### src/rtl/hopfield_update_ctrl.sv
// Purpose : asynchronous-update controller for a Hopfield network; owns the spin
//           state, evaluates one neuron at a time in index order, repeats sweeps.
// Latency : 2 cycles per neuron with zero-wait ack (REQ + NEXT), 2N per sweep.
// Backpressure: REQ is held until eval_ack; acks outside REQ are dropped.
//
// Ports:
//   clk, rst            rising-edge clock, asynchronous active-low reset
//   load, pattern_in    load probe pattern (only when idle/done)
//   start               begin a recall run (only when idle/done)
//   eval_req/eval_idx   request evaluation of one neuron
//   eval_ack/eval_bit   neuron result (1 = +1, 0 = -1)
//   spin_rd_idx/_word   combinational Q8.8 read of one spin for the neuron stage
//   state_q             current spin state
//   busy, done          run in progress / run finished (level)
//   converged           valid with done; 1 = a sweep produced no change
//   sweep_count         sweeps completed in the current or last run
module hopfield_update_ctrl #(
    parameter int N          = 25,
    parameter int IDXW       = 5,
    parameter int MAX_SWEEPS = 8,
    parameter int SWW        = 4
) (
    input  logic            clk,
    input  logic            rst,
    input  logic            load,
    input  logic [N-1:0]    pattern_in,
    input  logic            start,
    output logic            eval_req,
    output logic [IDXW-1:0] eval_idx,
    input  logic            eval_ack,
    input  logic            eval_bit,
    input  logic [IDXW-1:0] spin_rd_idx,
    output logic [15:0]     spin_rd_word,
    output logic [N-1:0]    state_q,
    output logic            busy,
    output logic            done,
    output logic            converged,
    output logic [SWW-1:0]  sweep_count
);

    typedef enum logic [1:0] {IDLE, REQ, NEXT, DONE} fsm_e;

    localparam logic [IDXW-1:0] LAST_IDX  = IDXW'(N - 1);
    localparam logic [SWW-1:0]  SWEEP_LIM = SWW'(MAX_SWEEPS);

    fsm_e            fsm_q, fsm_d;
    logic [N-1:0]    state_d;
    logic [IDXW-1:0] idx_q, idx_d;
    logic [SWW-1:0]  sweep_q, sweep_d;
    logic            chg_q, chg_d;
    logic            conv_q, conv_d;
    logic [SWW-1:0]  sweep_inc;

    assign sweep_inc = sweep_q + 1'b1;

    // State register
    always_ff @(posedge clk or negedge rst) begin
        if (!rst) begin
            fsm_q   <= IDLE;
            state_q <= '0;
            idx_q   <= '0;
            sweep_q <= '0;
            chg_q   <= 1'b0;
            conv_q  <= 1'b0;
        end else begin
            fsm_q   <= fsm_d;
            state_q <= state_d;
            idx_q   <= idx_d;
            sweep_q <= sweep_d;
            chg_q   <= chg_d;
            conv_q  <= conv_d;
        end
    end

    // Next-state logic
    always_comb begin
        fsm_d   = fsm_q;
        state_d = state_q;
        idx_d   = idx_q;
        sweep_d = sweep_q;
        chg_d   = chg_q;
        conv_d  = conv_q;
        case (fsm_q)
            IDLE, DONE: begin
                // A load from DONE drops back to IDLE so done clears.
                if (load) begin
                    state_d = pattern_in;
                    conv_d  = 1'b0;
                    fsm_d   = IDLE;
                end
                // start wins the FSM transition; a simultaneous load still
                // lands in state_d, so the run sees the new pattern.
                if (start) begin
                    idx_d   = '0;
                    sweep_d = '0;
                    chg_d   = 1'b0;
                    conv_d  = 1'b0;
                    fsm_d   = REQ;
                end
            end
            REQ: begin
                if (eval_ack) begin
                    state_d[idx_q] = eval_bit;
                    if (eval_bit != state_q[idx_q]) begin
                        chg_d = 1'b1;
                    end
                    fsm_d = NEXT;
                end
            end
            NEXT: begin
                // One idle cycle so the neuron sees the updated spin.
                if (idx_q != LAST_IDX) begin
                    idx_d = idx_q + 1'b1;
                    fsm_d = REQ;
                end else begin
                    sweep_d = sweep_inc;
                    if (!chg_q) begin
                        conv_d = 1'b1;
                        fsm_d  = DONE;
                    end else if (sweep_inc == SWEEP_LIM) begin
                        conv_d = 1'b0;
                        fsm_d  = DONE;
                    end else begin
                        idx_d = '0;
                        chg_d = 1'b0;
                        fsm_d = REQ;
                    end
                end
            end
            default: fsm_d = IDLE;
        endcase
    end

    // Outputs
    always_comb begin
        eval_req     = 1'b0;
        busy         = 1'b0;
        done         = 1'b0;
        case (fsm_q)
            REQ:     begin eval_req = 1'b1; busy = 1'b1; end
            NEXT:    busy = 1'b1;
            DONE:    done = 1'b1;
            default: ;
        endcase
        eval_idx     = idx_q;
        converged    = conv_q;
        sweep_count  = sweep_q;
        spin_rd_word = 16'h0000;
        if (int'(spin_rd_idx) < N) begin
            spin_rd_word = state_q[spin_rd_idx] ? 16'h0100 : 16'hFF00;
        end
    end

endmodule

### config.mk
export PLATFORM = sky130hd
export DESIGN_NAME = hopfield_update_ctrl
export DESIGN_NICKNAME = d
export VERILOG_FILES = /design/src/rtl/hopfield_update_ctrl.sv
export SDC_FILE = /design/constraint.sdc
export NUM_CORES = 1
export LEC_CHECK = 0
export BUFFER_PORTS_ARGS = -buffer_cell sky130_fd_sc_hd__clkbuf_2
export CORE_MARGIN = 2
export CORE_UTILIZATION = 52
export CTS_CLUSTER_DIAMETER = 150
export DETAILED_ROUTE_END_ITERATION = 8
export GPL_TIMING_DRIVEN = 1
export HOLD_SLACK_MARGIN = 0.05
export PLACE_DENSITY_LB_ADDON = 0.05
export SETUP_SLACK_MARGIN = 0.05
export SLEW_MARGIN = 10
export SYNTH_ARGS = -nofsm -noshare
export SYNTH_HDL_FRONTEND = slang
export SYNTH_SLANG_ARGS = --single-unit
### constraint.sdc
create_clock -name clk -period 3 [get_ports clk]
set_input_delay 0.6 -clock clk [delete_from_list [all_inputs] [get_ports clk]]
set_output_delay 0.6 -clock clk [all_outputs]
set_load 0.005 [all_outputs]
# Word-level counts from Yosys, hierarchy flattened
# Cells that the tools add are included.
# totals
wordCells,82
mem_count,0
input_bits,36
ram_bits,0
ff_bits,38
mem_bits_ro,0
latch_bits,0
out_inout_bits,54
# op_classes
add_sub_neg,2
shift,0
n_eq_ne,15
n_lt_le_gt_ge,4
mul,0
n_bitwise,0
n_div,0
n_mux,43
n_reduce_logical,12
# op_table
cell,n
$mux 25,2
$pmux 25 s2,1
$mux 16,2
$bwmux 25,1
$mux 5,4
$mux 1,17
$lt 5x6->1 const B,2
$mux 2,6
$ne 3x3->1 const B,4
$reduce_and 4->1,3
$bmux 1 s5,2
$ne 2x2->1 const B,5
$pmux 5 s2,1
$mux 4,2
$pmux 4 s2,1
$pmux 2 s3,1
$reduce_and 3->1,2
$add 5x1->5 const B,1
$demux 1 s5,1
$ge 5x1->1 const B,1
$lt 5x5->1 const B,1
$ne 5x5->1 const B,1
$add 4x1->4 const B,1
$eq 2x2->1 const B,2
10 further kinds,12

# Longest topological paths before layout
# logic_depth
depth_word,7
depth_mapped,10
ltp_nobuf,8

# Worst setup path before layout
# Ideal clock, no wire load.
# synth_timing
path_kind,input -> output
startpoint,input spin_rd_idx[0]
endpoint,output spin_rd_word[10]
setup_slack_ps,63
n_path_buf,2
required_time_ps,2400
stages,5
arrival_ps,2337
path_cell_list,buf_2 > mux4_2 > mux4_2 > mux2i_1 > buf_4
# synth_via
elab_chain_len,4
word_cells_on_any_way,5
cone_classes,1 x order compare; 4 x mux
# synth_lines
item,line,text
start: declaration,32,"input logic [IDXW-1:0] spin_rd_idx,"
$bmux 1 s5,150,spin_rd_word = state_q[spin_rd_idx] ? 16'h0100 : 16'hFF00;
$mux 1 (implied by the code),150,
$mux 16,150,
$mux 16 *,149,if (int'(spin_rd_idx) < N) begin
end: declaration,33,"output logic [15:0] spin_rd_word,"
# Mark *: on every way between the ends. The rest lies on a longest branch, timed or not. The select of a mux whose other input is x is not followed.

# Final worst setup path
# layout_timing
startpoint,input spin_rd_idx[0]
endpoint,output spin_rd_word[11]
# The elaborated chain is that of the path after synthesis.

==> impl_results.md <==
- Adder-cell share of the synthesized area: 3.46%
- Switching portion of total power: 46.4%
- Post-CTS setup repair buffer count: 0
- Synth top area share: 32.9%
- Starting Density: 53.2%
- Tcrit/Tclk final: 96.1%
- Layout cells sized above 1: 30.3%
- Initial antenna violation count: 0
- Register area share after synthesis: 32.9%
- CTS HTree Levels: 2
- Worst min path class: primary input to async pin
- Leading area contributor after synthesis: dfrtp_1
- Worst EP required: 2.40 ns
- CP startpoint kind: primary input
- Number of global-route vias before repair: 2480
- Final setup fails: 0
- Power Internal: 1.80 mW
- Synth async-reset ratio: 100%
- Clock Power Share: 11.3%
- Pin count of the biggest net entering global routing: 39
- # fillers: 523
- Synth Cell Area: 0.00289 sq mm
- First-pass GRT wire length: 12.7 mm
- Slowest CP cell: mux4_2
- Top_reg_cell synth: dfrtp_1
- IO Pins: 90
- Syn Area/Cell: 9.22 sq um
- Final #Nets: 422
- Final Slew Violations: 0
- Root buffer selected by CTS: clkbuf_8
- Largest family of logic cells by synthesized area: compound AO/OA/AOI/OAI gates
- DP Worst Slack: 0.0657 ns
- Routed Antenna Nets: 0
- Met3 usage: 3.45%
- NetSw: 1.56 mW
- FP Rows: 27
- Arrival @ worst endpoint: 2.28 ns
- Setup ws final: 0.117 ns
- Placeable Area: 0.00544 sq mm
- FF+latch count, synth: 38
- CP peak stage delay: 0.50 ns
- Final Total Pwr: 3.35 mW
- Synth Area in XOR/XNOR: 0.303%
- Clock Pin Slew Worst Setup and Hold Paths: 0.08 ns
- Top Family by Delay on Critical Path: multiplexers
- Storage element area: 951 sq um
- IO Port Bufs: 81
- Routed len/inst: 17.0 um
- TritonCTS clock tree: done
- Total GRT Usage: 26.0%
- Met1 GRT Util: 37.0%
- Area Growth Syn to Fin: 15.9%
- Sequential Power Share: 30.5%
- Critical path class: primary input to primary output
- Buffers & Inverters on Critical Path: 3
- Via count: 2680
- Setup TNS: 0 ns
- Worst path most repeated cell: mux4_2
- Total die area: 0.00618 sq mm
- Top-count cell post-synth: dfrtp_1
- CP max FO: 8
- Unrepaired setup endpoints after global routing: false
- Post-synth EDFFs: 0
- Die X: 78.6 um
- Power per cell area: 999 mW/mm^2
- Post-synthesis mux area share: 19.6%
- CTS Buffer Depth: 2
- Combinational Power Share: 58.2%
- Slew headroom: 36.2%
- Fin crit period: 2.88 ns
- Synth cell count leaders: 38 x dfrtp_1, 32 x mux2i_1, 26 x nand2_1, 23 x a21oi_1
- Yosys cell types: 51
- Post-layout util: 61.7%
- Simple-gate share of the synthesized area: 14.9%
- Hpwl dp: 5.63 mm
- Met2 Use GR: 42.2%
- Post-Synthesis Cells: 314
- Layer with the highest usage: met2
- Clock sink total: 38
- Number of max-cap violations: 0
- Status: finished, final reports clean
- Critical Path End Type: primary output
- Die Y: 78.6 um
- DRT Pass-1 Iters: 5
- Worst Clk Skew: 0.00825 ns
- Drt drc: 0
- Leakage: 1.59 nW
- Cell Chain, Critical Path: clkbuf_4 > mux4_2 > mux4_2 > mux2i_1 > buf_4 > clkbuf_2
- Final Wtd Congestion: 0.862
- Fmax: 347 MHz
- Synth Warn #: 0
- Top cells by area, synth: dfrtp_1 33%, mux2i_1 11%, mux4_2 7.8%
- Overall routed net length: 7.66 mm
- Congestion Overflow GR: 0
- Area taken by multi-input logic gates: 0.00173 sq mm
- Initial drt markers: 146
- Hold Vio Cnt, Final: 0
- Cell Area, Placed: 0.00326 sq mm
- DR vias/cell: 5.94
- Total CTS buffers: 5
- Worst vdd ir: 0.487 mV
- Worst-skew pair later-pin latency: 0.29 ns
- Tightest Pin Transition: 0.957 ns
- Area fraction in compound gates after synthesis: 20.3%
- Antenna diode count: 0
- Design area: 0.00335 sq mm
==> registers in the layout, indices dropped and copies added (netlist names) <==
signal       cells
chg_q            1
sweep_count      4
eval_idx         5
converged        1
fsm_q            2
state_q         25
==> what timing repair did <==
item,4_1_cts,5_1_grt
setup endpoints to repair,0,7
gates resized for setup,0,2
hold buffers,0,0
==> stage by stage <==
| stage | cells | hold slack, ns |
|---|---|---|
| 2_1_floorplan | 321 | 0.304 |
| 3_5_place_dp | 443 | 0.522 |
| 5_1_grt | 451 | 0.535 |
| 6_report | 451 | 0.441 |
| 4_1_cts | 451 | 0.479 |
| 3_3_place_gp | 443 | 0.525 |
==> cells in the final DEF, fill, tap and decap left out, types with 7 or more instances in the layout <==
cell type   n
a21oi_1    23
a22oi_1    10
buf_4       7
clkbuf_2   80
conb_1      8
dfrtp_1    38
ha_1        8
inv_1       8
mux2i_1    32
mux4_2     10
nand2_1    26
nand3_1     9
nor2_1     12
o21ai_0    21
o22ai_1    21
==> power groups by stage <==
stage	Sequential, mW	Clock (mW)	Combinational [mW]
6_report	1.02	0.378	1.95
5_1_grt	1.06	0.404	2.18
4_1_cts	1.02	0.388	1.95
3_5_place_dp	1.03	0	1.95
3_3_place_gp	1.03	0	1.90
2_1_floorplan	0.959	0	1.41
==> cell families (layout without fill, tap and decap cells) <==
family | Yosys count | count (layout)
multiplexers | 44 | 44
buffers and inverters | 46 | 104
XOR/XNOR | 1 | 1
flip-flops | 38 | 38
adder cells (fa/ha/maj) | 8 | 8
other | 1 | 8
AND/OR/NAND/NOR | 83 | 83
AO/OA/AOI/OAI | 93 | 93
==> cell type report <==
| cell class | count | share of cell area (%) |
|---|---|---|
| multi-input cells | 237 | 51.5 |
| flip-flops and latches | 38 | 28.4 |
| repair buffers | 88 | 13.7 |
| well taps | 72 | 2.69 |
| clock buffers | 6 | 2.46 |
| inverters | 8 | 0.896 |
| clock inverters | 2 | 0.373 |
==> final timing paths <==
check                                    start                to  slack, ns  cells after the start
worst max-delay path            spin_rd_idx[0]  spin_rd_word[11]       0.12                      6
min in group clk                pattern_in[11]       state_q[11]       0.53                      3
worst min register to register       converged         converged       0.54                      1
worst min-delay path                       rst       state_q[22]       0.44                      1
worst max register to register        fsm_q[0]        state_q[8]       0.59                      8
max in group asynchronous                  rst       state_q[14]       1.96                      1
==> per-layer routing <==
metal  wire [um]  share of wire [%]
met3         480                6.3
met5           0                  0
met2        3690                 48
met4          61               0.80
met1        3430                 45
Power figures use the tool's default switching activity.
